==> src/rtl/ras_spec_ctrl_if.sv <==
// Fetch/backend <-> controller <-> ras_stage signal bundle.
// master drives predictions and resolutions; slave is the controller.
interface ras_spec_ctrl_if #(
  parameter int DEPTH      = 16,
  parameter int WIDTH      = 32,
  parameter int ADDR_WIDTH = 10
);
  localparam int CW = $clog2(DEPTH) + 1;

  logic                  pred_valid;
  logic                  pred_ready;
  logic                  pred_push;
  logic                  pred_pop;
  logic [WIDTH-1:0]      pred_data;
  logic                  res_valid;
  logic                  res_mispredict;
  logic                  head_push;
  logic                  stg_trigger;
  logic                  stg_push;
  logic                  stg_pop;
  logic [WIDTH-1:0]      stg_data;
  logic [ADDR_WIDTH-1:0] stg_addr;
  logic                  stg_commit;
  logic                  stg_flush;
  logic [ADDR_WIDTH-1:0] stg_rd_addr;
  logic [CW-1:0]         pending;

  modport master (
    output pred_valid, pred_push, pred_pop, pred_data,
    output res_valid, res_mispredict, head_push,
    input  pred_ready, stg_trigger, stg_push, stg_pop,
    input  stg_data, stg_addr, stg_commit, stg_flush,
    input  stg_rd_addr, pending
  );

  modport slave (
    input  pred_valid, pred_push, pred_pop, pred_data,
    input  res_valid, res_mispredict, head_push,
    output pred_ready, stg_trigger, stg_push, stg_pop,
    output stg_data, stg_addr, stg_commit, stg_flush,
    output stg_rd_addr, pending
  );
endinterface

==> src/rtl/ras_spec_ctrl.sv <==
// Speculative/committed return-stack pointer controller for one ras_stage.
// Issues stage actions, retires them in order, and recovers on mispredict.
module ras_spec_ctrl #(
  parameter int DEPTH      = 16,
  parameter int WIDTH      = 32,
  parameter int ADDR_WIDTH = 10
) (
  input logic            clk,
  input logic            reset,
  ras_spec_ctrl_if.slave bus
);
  localparam int CW = $clog2(DEPTH) + 1;
  localparam int IW = (DEPTH > 1) ? $clog2(DEPTH) : 1;

  localparam logic [1:0] RUN     = 2'd0;
  localparam logic [1:0] FLUSH   = 2'd1;
  localparam logic [1:0] RECOVER = 2'd2;

  logic [1:0]            state;
  logic [ADDR_WIDTH-1:0] spec_ptr;
  logic [ADDR_WIDTH-1:0] commit_ptr;
  logic [ADDR_WIDTH-1:0] spec_dec;
  logic [ADDR_WIDTH-1:0] commit_dec;
  logic [CW-1:0]         cnt;
  logic [1:0]            fifo [DEPTH];
  logic [IW-1:0]         rd_idx;
  logic [IW-1:0]         wr_idx;
  logic [IW-1:0]         rd_nxt;
  logic [IW-1:0]         wr_nxt;
  logic [1:0]            head;
  logic                  run;
  logic                  has_pend;
  logic                  mispred;
  logic                  commit;
  logic                  ready;
  logic                  accept;

  assign spec_dec   = spec_ptr - ADDR_WIDTH'(1);
  assign commit_dec = commit_ptr - ADDR_WIDTH'(1);
  assign rd_nxt     = (rd_idx == IW'(DEPTH - 1)) ? '0 : rd_idx + IW'(1);
  assign wr_nxt     = (wr_idx == IW'(DEPTH - 1)) ? '0 : wr_idx + IW'(1);
  assign head       = fifo[rd_idx];

  assign run      = (state == RUN) && !reset;
  assign has_pend = (cnt != '0);
  assign mispred  = run && bus.res_valid && bus.res_mispredict && has_pend;
  assign commit   = run && bus.res_valid && !bus.res_mispredict && has_pend;
  assign ready    = run && (cnt < CW'(DEPTH)) && !mispred;
  assign accept   = bus.pred_valid && ready
                 && (bus.pred_push || bus.pred_pop);

  assign bus.pred_ready  = ready;
  assign bus.stg_trigger = accept;
  assign bus.stg_push    = accept && bus.pred_push;
  assign bus.stg_pop     = accept && bus.pred_pop;
  assign bus.stg_data    = accept ? bus.pred_data : '0;
  assign bus.stg_addr    = !accept     ? '0 :
                           bus.pred_pop ? spec_dec : spec_ptr;
  assign bus.stg_commit  = commit;
  assign bus.stg_flush   = !reset && (state == FLUSH);
  assign bus.stg_rd_addr = reset          ? '0 :
                           (state == RUN) ? spec_dec : commit_dec;
  assign bus.pending     = reset ? '0 : cnt;

  always_ff @(posedge clk) begin
    if (reset) begin
      state      <= RUN;
      spec_ptr   <= '0;
      commit_ptr <= '0;
      cnt        <= '0;
      rd_idx     <= '0;
      wr_idx     <= '0;
    end else begin
      unique case (1'b1)
        state == RUN: begin
          if (mispred)
            state <= FLUSH;
          if (accept && !bus.pred_pop)
            spec_ptr <= spec_ptr + ADDR_WIDTH'(1);
          else if (accept && !bus.pred_push)
            spec_ptr <= spec_dec;
          // replace (push+pop) leaves the committed depth unchanged
          if (commit) begin
            rd_idx <= rd_nxt;
            if (head == 2'b10)
              commit_ptr <= commit_ptr + ADDR_WIDTH'(1);
            else if (head == 2'b01)
              commit_ptr <= commit_dec;
          end
          if (accept)
            wr_idx <= wr_nxt;
          cnt <= cnt + CW'(accept) - CW'(commit);
        end
        state == FLUSH: begin
          spec_ptr <= commit_ptr;
          cnt      <= '0;
          rd_idx   <= '0;
          wr_idx   <= '0;
          state    <= RECOVER;
        end
        default: state <= RUN;
      endcase
    end
  end

  always_ff @(posedge clk) begin
    if (accept)
      fifo[wr_idx] <= {bus.pred_push, bus.pred_pop};
  end

  always @(posedge clk) begin
    if (run && bus.res_valid)
      assert (has_pend)
        else $error("res_valid with no pending action");
    if (commit)
      assert (bus.head_push == head[1])
        else $error("head_push disagrees with shadow FIFO head");
  end
endmodule
==> src/flat_wrapper.sv <==
// flat-port wrapper written by rule: the top's interface ports become plain ports
module ras_spec_ctrl_flat 
#(
  parameter int DEPTH      = 16,
  parameter int WIDTH      = 32,
  parameter int ADDR_WIDTH = 10
)
  (clk, reset, bus_pred_valid, bus_pred_push, bus_pred_pop, bus_pred_data, bus_res_valid, bus_res_mispredict, bus_head_push, bus_pred_ready, bus_stg_trigger, bus_stg_push, bus_stg_pop, bus_stg_data, bus_stg_addr, bus_stg_commit, bus_stg_flush, bus_stg_rd_addr, bus_pending);
  ras_spec_ctrl_if #(.DEPTH(DEPTH), .WIDTH(WIDTH), .ADDR_WIDTH(ADDR_WIDTH)) bus_i ();
  input logic clk;
  input logic reset;
  input wire logic [$bits(bus_i.pred_valid)-1:0] bus_pred_valid;
  input wire logic [$bits(bus_i.pred_push)-1:0] bus_pred_push;
  input wire logic [$bits(bus_i.pred_pop)-1:0] bus_pred_pop;
  input wire logic [$bits(bus_i.pred_data)-1:0] bus_pred_data;
  input wire logic [$bits(bus_i.res_valid)-1:0] bus_res_valid;
  input wire logic [$bits(bus_i.res_mispredict)-1:0] bus_res_mispredict;
  input wire logic [$bits(bus_i.head_push)-1:0] bus_head_push;
  output wire logic [$bits(bus_i.pred_ready)-1:0] bus_pred_ready;
  output wire logic [$bits(bus_i.stg_trigger)-1:0] bus_stg_trigger;
  output wire logic [$bits(bus_i.stg_push)-1:0] bus_stg_push;
  output wire logic [$bits(bus_i.stg_pop)-1:0] bus_stg_pop;
  output wire logic [$bits(bus_i.stg_data)-1:0] bus_stg_data;
  output wire logic [$bits(bus_i.stg_addr)-1:0] bus_stg_addr;
  output wire logic [$bits(bus_i.stg_commit)-1:0] bus_stg_commit;
  output wire logic [$bits(bus_i.stg_flush)-1:0] bus_stg_flush;
  output wire logic [$bits(bus_i.stg_rd_addr)-1:0] bus_stg_rd_addr;
  output wire logic [$bits(bus_i.pending)-1:0] bus_pending;
  assign bus_i.pred_valid = bus_pred_valid;
  assign bus_i.pred_push = bus_pred_push;
  assign bus_i.pred_pop = bus_pred_pop;
  assign bus_i.pred_data = bus_pred_data;
  assign bus_i.res_valid = bus_res_valid;
  assign bus_i.res_mispredict = bus_res_mispredict;
  assign bus_i.head_push = bus_head_push;
  assign bus_pred_ready = bus_i.pred_ready;
  assign bus_stg_trigger = bus_i.stg_trigger;
  assign bus_stg_push = bus_i.stg_push;
  assign bus_stg_pop = bus_i.stg_pop;
  assign bus_stg_data = bus_i.stg_data;
  assign bus_stg_addr = bus_i.stg_addr;
  assign bus_stg_commit = bus_i.stg_commit;
  assign bus_stg_flush = bus_i.stg_flush;
  assign bus_stg_rd_addr = bus_i.stg_rd_addr;
  assign bus_pending = bus_i.pending;
  ras_spec_ctrl #(.DEPTH(DEPTH), .WIDTH(WIDTH), .ADDR_WIDTH(ADDR_WIDTH)) u_core (.clk(clk), .reset(reset), .bus(bus_i));
endmodule
==> config.mk <==
export PLATFORM = sky130hd
export DESIGN_NAME = ras_spec_ctrl_flat
export DESIGN_NICKNAME = d
export VERILOG_FILES = /design/src/rtl/ras_spec_ctrl_if.sv /design/src/rtl/ras_spec_ctrl.sv /design/src/flat_wrapper.sv
export SDC_FILE = /design/constraint.sdc
export NUM_CORES = 1
export LEC_CHECK = 0
export CELL_PAD_IN_SITES_DETAIL_PLACEMENT = 0
export CELL_PAD_IN_SITES_GLOBAL_PLACEMENT = 1
export CORE_MARGIN = 8
export CORE_UTILIZATION = 52
export CTS_CLUSTER_SIZE = 40
export DETAILED_ROUTE_END_ITERATION = 8
export DONT_BUFFER_PORTS = 1
export MAX_ROUTING_LAYER = met4
export PLACE_DENSITY_LB_ADDON = 0.1
export SLEW_MARGIN = 30
export SYNTH_ARGS = -nofsm -noshare
export SYNTH_HDL_FRONTEND = slang
export SYNTH_SLANG_ARGS = --single-unit
==> constraint.sdc <==
create_clock -name clk -period 8.35 [get_ports clk]
set_input_delay 0.835 -clock clk [delete_from_list [all_inputs] [get_ports clk]]
set_output_delay 0.835 -clock clk [all_outputs]
set_load 0.03 [all_outputs]
# After elaboration in Yosys (flattened, before gate mapping)

Memory sizes are Yosys's and may differ from the RTL's. A register that Yosys moved wholly into a read port is not among the register bits.
Index checks and enable logic that the tools add are counted.

Bits in registers: 35
RAM bits: 32
Input bits: 40
Memories kept: 1

$add $sub $neg: 8
$lt $le $gt $ge: 1
Equality and inequality tests: 9
Multiplexer cells: 24
Reduce and logical (&&, ||, !) cells: 29

Memories:

| memory      | depth | width | read ports | clocked after memory_dff | wr ports | line                | RTL |
|---|---|---|---|---|---|---|---|
| u_core.fifo | 16    | 2     | 1          | 1                        | 1        | ras_spec_ctrl.sv:25 | `logic [1:0] fifo [DEPTH];` |

Operator list:

| operator              | number |
|---|---|
| $mux 10               | 8 |
| $mux 32               | 1 |
| $mux 4                | 6 |
| $add 10x1->10 const B | 2 |
| $pmux 10 s2           | 1 |
| $sub 10x1->10 const B | 2 |
| $pmux 4 s2            | 2 |
| $logic_and 1x1->1     | 15 |
| $pmux 5 s2            | 1 |
| $add 4x1->4 const B   | 2 |
| $eq 4x4->1 const B    | 2 |
| $ne 2x1->1 const B    | 3 |
| $reduce_and 2->1      | 3 |
| $add 5x1->5           | 1 |
| $logic_not 1->1       | 5 |
| $lt 5x5->1 const B    | 1 |
| $mux 5                | 1 |
| $reduce_bool 5->1     | 1 |
| $sub 5x1->5           | 1 |
| $eq 2x1->1 const B    | 2 |
| $pmux 2 s2            | 1 |
| $reduce_bool 2->1     | 2 |
| $ne 3x3->1 const B    | 1 |
| $reduce_and 3->1      | 1 |
| 5 further kinds       | 6 |

# Depth between registers and ports, before layout

Gate-level depths: netlist of run 1.

Depth in word-level cells: 13
Mapped depth: 17
Mapped depth without buffers: 15

# Worst setup path after synthesis of run 1

OpenSTA, ideal clock, no wires.

Path type: flip-flop to flip-flop
Start: register u_core.cnt[3]
End: register u_core.cnt[4]
Library setup time: 0.081 ns
Arrival time: 3.469 ns
Data required time: 8.269 ns
Slack: 4.800 ns
Stages on the path, launching flop included: 18
Buffers on the path: 2
Clock period less this slack: 3.550 ns
Path through: dfxtp_1 > inv_1 > ha_1 > or4b_1 > buf_6 > a2111oi_4 > inv_2 > clkbuf_1 > ha_1 > inv_1 > ha_1 > inv_1 > fa_1 > nand2b_1 > a21oi_1 > o21ai_0 > a21o_1 > a41oi_1

Word-level cells in the longest chain between the ends: 9
Elaborated cells between the ends (all ways): 12

RTL lines:

| item                                                               | line                | RTL |
|---|---|---|
| start, declared                                                    | ras_spec_ctrl.sv:24 | `logic [CW-1:0] cnt;` |
| start signal, assigned                                             | ras_spec_ctrl.sv:92 | `cnt <= cnt + CW'(accept) - CW'(commit);` |
| parallel branches: the longest is 7 deep, another holds $lt 5x5->1 | -                   |  |
| $sub 5x1->5 (*)                                                    | ras_spec_ctrl.sv:92 |  |
| $pmux 5 s2 (*)                                                     | ras_spec_ctrl.sv:74 | `unique case (1'b1)` |

Every way passes the cells marked *.
A chain may end at the register's enable or synchronous reset.

# Final worst setup path of run 1

Start: register u_core.cnt[3]
End: register u_core.cnt[4]

Word-level cells in the longest chain between the ends: 9
Elaborated cells between the ends (all ways): 12

RTL lines:

| item                                                               | line                | RTL |
|---|---|---|
| parallel branches: the longest is 3 deep, another holds $lt 5x5->1 | -                   |  |
| $logic_and 1x1->1 (*)                                              | ras_spec_ctrl.sv:48 | `assign ready = run && (cnt < CW'(DEPTH)) && !mispred;` |
| $logic_and 1x1->1 (*)                                              | ras_spec_ctrl.sv:49 | `assign accept = bus.pred_valid && ready` |
| $logic_and 1x1->1 (*)                                              | ras_spec_ctrl.sv:50 | `&& (bus.pred_push \|\| bus.pred_pop);` |
| net bus_stg_trigger                                                | flat_wrapper.sv:20  | `output wire logic [$bits(bus_i.stg_trigger)-1:0] bus_stg_trigger;` |
| $add 5x1->5 (*)                                                    | ras_spec_ctrl.sv:92 |  |
| $sub 5x1->5 (*)                                                    | ras_spec_ctrl.sv:92 |  |
| $pmux 5 s2 (*)                                                     | ras_spec_ctrl.sv:74 |  |

Mark *: on every way through the listed nets, which the timed path passes.

==> impl_metrics.json, run 1 <==
{
  "outcome": "finished clean",
  "grt_usage_pct": 18.72,
  "period_minus_slack_ns": 4.183,
  "synth_cell_types": 59,
  "hpwl_um": 8158,
  "slew_headroom_pct": 39.23,
  "clock_skew_ns": 0.01644,
  "grt_pass1_vias": 3404,
  "core_area_mm2": 0.008678,
  "clkTransAtPathRegs_ns": 0.09,
  "grt_pass1_wl_um": 17330,
  "synthTopCellsByArea": "edfxtp_1 21%, dfxtp_1 17%, and2_1 7.2%",
  "drc": 0,
  "wirelength_um": 11120,
  "hold_viol": 0,
  "ys_seq_area_share_pct": 37.62,
  "drive_above_1_share_pct": 9.792,
  "detail_route.wl_per_cell_um": 18.90,
  "antennaDiodeCount": 0,
  "detailroute.via_count": 3452,
  "synthAdderAreaFrac_pct": 4.757,
  "vias_per_cell": 5.871,
  "dominantRegCellSynth": "dfxtp_1",
  "ys_seq_elements": 71,
  "min_path_type": "flop to flop",
  "gp_congestion": 0.8209,
  "cp.arrival_ns": 4.45,
  "insertion_delay_ns": 0.34,
  "powerDensity_mw_per_mm2": 268.7,
  "yosysWarnings": 0,
  "worstSetupEndpointType": "flop",
  "synth_edf_count": 32,
  "cpMaxStageDelayCell": "or4b_1",
  "die_h_um": 110.4,
  "drtAntennaViolNets": 0,
  "cpPeakStageDelay_ns": 0.61,
  "gr-total-overflow": 0,
  "fmax_mhz": 239.1,
  "final_max_slew_viol_count": 0,
  "hold_slack_ns": 0.5030,
  "drt-met1-wl_um": 4951,
  "first_pass_iters": 4,
  "synth_nets": 558,
  "holdBufCountCts": 0,
  "yosysTopAreaCellShare_pct": 20.76,
  "cts_buffers": 9,
  "cts_resized": 0,
  "initial_core_util_pct": 53.34,
  "syn_avg_cell_area_um2": 9.240,
  "ir_worst_vdd_mv": 0.1635,
  "die_x_um": 110.4,
  "drt_first_iter_violations": 160,
  "cap_violations": 0,
  "start_kind": "flop",
  "cts.sinks": 71,
  "synth.area.mux_share_pct": 7.703,
  "crit_fanout": 42,
  "synthXorXnorAreaFrac_pct": 6.622,
  "synth_top_family_by_area": "simple AND/OR/NAND/NOR gates",
  "yosysMostFrequentCell": "nor2_1",
  "finalSetupViolations": 0,
  "synth_area_leader_cell": "edfxtp_1",
  "htreeDepth": 3,
  "crit_type": "flop to flop",
  "grt_max_degree": 50,
  "fin_tns_setup_ns": 0,
  "die_area_mm2": 0.01218,
  "crit_required_ns": 8.62,
  "leakage_nw": 1.795,
  "yosys.area_share.simple_pct": 25.68,
  "synth_compound_area_share_pct": 11.89,
  "rows": 34,
  "synth_commonest_cells": "55 x nor2_1, 53 x and2_1, 39 x dfxtp_1, 32 x edfxtp_1, 31 x clkbuf_1",
  "ff2ff_setup_slack_ns": 4.17,
  "cts-root-buf": "clkbuf_8",
  "finalCritPeriodShare_pct": 50.09,
  "nNetsFinal": 532,
  "wl_met3_um": 500,
  "wl_met2_um": 5616,
  "cts_tree": "built",
  "synth.cell_area_mm2": 0.004629,
  "io_buffers": 0,
  "post_cts_buffers": 0,
  "rsz0062_at_grt": "false",
  "top_layer": "met4",
  "area_delta_synth_final_pct": 4.919,
  "path_cells": "inv_1, ha_1, or4b_1, a2111oi_4, buf_4, inv_2, ha_1, inv_1, ha_1, inv_1, fa_1, nand2b_1, a21oi_1, o21ai_0, a21o_1, a41oi_1",
  "netlist_instances": 501,
  "design.portCount": 103,
  "async_flop_share_pct": 0,
  "antenna_found_initial": 0,
  "cts_buffer_depth": 2,
  "worst_pin_slew_ns": 0.9116
}
through the flow:
step / worst slack [ns] / cells / utilization (%) / area, µm² / power [mW]
3_3_place_gp: 4.344 / 572 / 53.06 / 4604 / 1.006
2_1_floorplan: 4.800 / 501 / - / 4629 / 0.9305
4_1_cts: 4.051 / 588 / 55.74 / 4837 / 1.308
6_report: 4.167 / 588 / 55.97 / 4857 / 1.305
3_5_place_dp: 4.250 / 572 / 53.37 / 4632 / 1.020
5_1_grt: 3.811 / 588 / 55.97 / 4857 / 1.385
power by group:
| part | internal [mW] | switching (mW) |
|---|---|---|
| Combinational | 0.214 | 0.359 |
| Sequential | 0.392 | 0.0555 |
| Clock | 0.142 | 0.143 |
sequential cells by signal, indices dropped and copies added, names as in the netlist, named ones only:
signal,flops
u_core.state,2
u_core.cnt,5
u_core.spec_ptr,10
u_core.fifo,32
u_core.rd_idx,4
u_core.commit_ptr,10
u_core.wr_idx,4
logic make-up after synthesis:
| logic type | Yosys count |
|---|---|
| flops | 71 |
| simple gates | 219 |
| xor+xnor | 35 |
| compound gates | 74 |
| fa+ha+maj | 17 |
| buf+inv | 62 |
| mux | 23 |
routing by layer:
metal	GRT usage (%)	up-vias
li1	-	1732
met1	23.51	1658
met2	30.26	58
met3	3.547	4
met4	4.948	0
met5	-	-
cell type report:
class                      count  area, µm²
fill                         818       3821
multi-input combinational    368       2670
sequential                    71       1742
tap                          108      135.1
clock buffer                   9      123.9
inverter                      22      82.58
clock inverter                 7      81.33
timing repair buffer           3      22.52
critical path, delay by kind of cell (launching register included):
family	cells	cell delay, ns
buffers and inverters	5	0.87
adder cells (fa/ha/maj)	4	1.00
AO/OA/AOI/OAI	5	1.08
flip-flops	1	0.36
AND/OR/NAND/NOR	2	0.78
layout by cell type (no fill, tap or decap), drive strengths merged, types with 12 or more instances in the layout:
cell,count
nor2,55
and2,53
dfxtp,39
edfxtp,32
inv,24
nand2,20
a21oi,20
xnor2,19
xor2,16
ha,16
or3,13
nor3,13
nand3,12
mux2i,12
path summary, 6_finish.rpt:
| path | startpoint | endpoint | depth (start not counted) |
|---|---|---|---|
| worst max-delay path | u_core.cnt[3] | u_core.cnt[4] | 16 |
| worst max register to register | u_core.cnt[3] | u_core.cnt[4] | 16 |
| worst min-delay path | u_core.commit_ptr[9] | u_core.spec_ptr[9] | 2 |
| worst min register to register | u_core.commit_ptr[9] | u_core.spec_ptr[9] | 2 |
Power figures use the tool's default switching activity.
==> run 2: changes to the inputs <==
- CORE_UTILIZATION: 52 -> 48
- clock period: 8.35 -> 3.9 ns (I/O delays scaled with it)
==> impl_metrics.json, run 2 (synthesis results as in run 1) <==
{
  "core_area_mm2": 0.009549,
  "crit_fanout": 6,
  "p_int_mw": 1.644,
  "cts_resized": 0,
  "grt_pass1_vias": 3515,
  "hpwl_um": 8537,
  "powerDensity_mw_per_mm2": 575.5,
  "critical-path-top-delay-family": "compound AO/OA/AOI/OAI gates",
  "detailroute.via_count": 3531,
  "worstSetupEndpointType": "flop",
  "gp_congestion": 0.7913,
  "top_register": "u_core.fifo",
  "slew_headroom_pct": 52.66,
  "drc": 0,
  "switching_share_pct": 42.36,
  "gr-total-overflow": 0,
  "crit_cells": 15,
  "fin_tns_setup_ns": 0,
  "cp_num_buf_inv": 4,
  "die_x_um": 114.2,
  "antenna_found_initial": 0,
  "detail_route.wl_per_cell_um": 18.57,
  "ir_worst_vdd_mv": 0.3856,
  "worstRegToRegCells": 15,
  "holdBufCountCts": 0,
  "clock_skew_ns": 0.01337,
  "cts_tree": "built",
  "cts-root-buf": "clkbuf_8",
  "die_h_um": 114.2,
  "period_minus_slack_ns": 3.559,
  "hold_viol": 0,
  "ff2ff_setup_slack_ns": 0.34,
  "reg2reg_to": "u_core.cnt[4]",
  "final_cells": 628,
  "clockPowerShare_pct": 21.7,
  "combPwrFrac_pct": 44.7,
  "insertion_delay_ns": 0.36,
  "wirelength_um": 11670,
  "final_max_slew_viol_count": 0,
  "rsz0062_at_grt": "false",
  "start_kind": "flop",
  "grt_pass1_wl_um": 18440,
  "r2r_start": "u_core.cnt[3]",
  "seq_power_share_pct": 33.6,
  "htreeDepth": 3,
  "power.switching_mw": 1.208,
  "cts_buffer_depth": 2,
  "largest_register_ffs": 32,
  "cts.sinks": 71,
  "drt_first_iter_violations": 251,
  "initial_core_util_pct": 48.48,
  "reg_top3": "u_core.fifo: 32 flops, u_core.commit_ptr: 10 flops, u_core.spec_ptr: 10 flops",
  "cp.arrival_ns": 3.84,
  "cts_buffers": 9,
  "worstHoldStart": "reset",
  "fmax_mhz": 281.0,
  "drtAntennaViolNets": 0,
  "clkTransAtPathRegs_ns": 0.09,
  "drive_above_1_share_pct": 10.71,
  "grt_usage_pct": 18.43,
  "dp.cells": 612,
  "die_area_mm2": 0.01304,
  "post_cts_buffers": 0,
  "area_delta_synth_final_pct": 7.027,
  "postPlaceCellArea_mm2": 0.004751,
  "final_area_mm2": 0.004955,
  "crit_type": "flop to flop",
  "whs_path_depth": 1,
  "first_pass_iters": 5,
  "antennaDiodeCount": 0,
  "cap_violations": 0,
  "leakage_nw": 1.856,
  "cpPeakStageDelay_ns": 0.61,
  "crit_required_ns": 4.18,
  "path_cells": "inv_1, ha_1, or4b_1, a2111oi_4, inv_2, ha_1, inv_1, ha_1, inv_1, fa_1, nand2b_1, a21oi_1, o21ai_0, a21o_1, a41oi_1",
  "worst_pin_slew_ns": 0.7093,
  "vias_per_cell": 5.623,
  "finalCritPeriodShare_pct": 91.25,
  "outcome": "finished clean",
  "layout_commonest_cell": "nor2_1",
  "most-common-layout-cells": "54 x nor2_1, 53 x and2_1, 39 x dfxtp_1",
  "grt_max_degree": 50,
  "rows": 36,
  "finalSetupViolations": 0,
  "min_path_type": "input pin to flop",
  "design.portCount": 103,
  "whs_endpoint": "u_core.cnt[3]",
  "cpMaxStageDelayCell": "or4b_1",
  "io_buffers": 0,
  "nNetsFinal": 547
}
[run 2: cell types whose count changed in the layout (fill, tap and decap cells not counted)]
cell        change
buf_4          +15
clkinv_4        -2
inv_6           +1
a211oi_1        +9
a211oi_2        -9
clkinvlp_4      +1
[run 2: power by group through the flow]
stage               Clock (mW)  Sequential, mW  Combinational (mW)
floorplan                    0           0.898                1.09
CTS                      0.634           0.957                1.29
detailed placement           0           0.973                1.28
global placement             0           0.969                1.27
global route             0.665           0.973                1.40
finish                   0.620           0.958                1.27
[run 2: worst max-delay path by stage]
| stage | from | end | slack [ns] |
|---|---|---|---|
| 6_report | u_core.cnt[3] | u_core.cnt[4] | 0.34 |
| 5_1_grt | u_core.cnt[3] | u_core.cnt[4] | 0.04 |
| 3_5_place_dp | u_core.cnt[3] | u_core.cnt[4] | 0.33 |
| 4_1_cts | u_core.cnt[3] | u_core.cnt[4] | 0.29 |
| 2_1_floorplan | u_core.cnt[3] | u_core.cnt[4] | 0.35 |
| 3_3_place_gp | u_core.cnt[3] | u_core.cnt[4] | 0.44 |
[run 2: layout make-up]
cell class,instances,area [µm²]
Fill cell,912,4594
Multi-Input combinational cell,368,2625
Sequential cell,71,1742
Tap cell,133,166.4
Timing Repair Buffer,18,135.1
Clock buffer,9,123.9
Inverter,22,82.58
Clock inverter,7,80.08
[run 2: routing by layer]
metal  routed length (µm)  vias up  global-route usage [%]
met5                    0        -                       -
met4                  147        0                   6.566
met3                  540       12                   3.639
met2                 5750       78                   28.94
met1                 5227     1683                   23.16
li1                     -     1758                       -
[run 2: through the flow]
step	total power, mW	hold WS [ns]	util [%]	worst slack, ns
3_3_place_gp	2.240	0.4682	49.72	0.4366
3_5_place_dp	2.254	0.4691	49.75	0.3270
5_1_grt	3.042	0.08229	51.89	0.03996
2_1_floorplan	1.992	0.4627	-	0.3505
6_report	2.852	0.1003	51.89	0.3413
4_1_cts	2.880	0.07857	51.89	0.2943
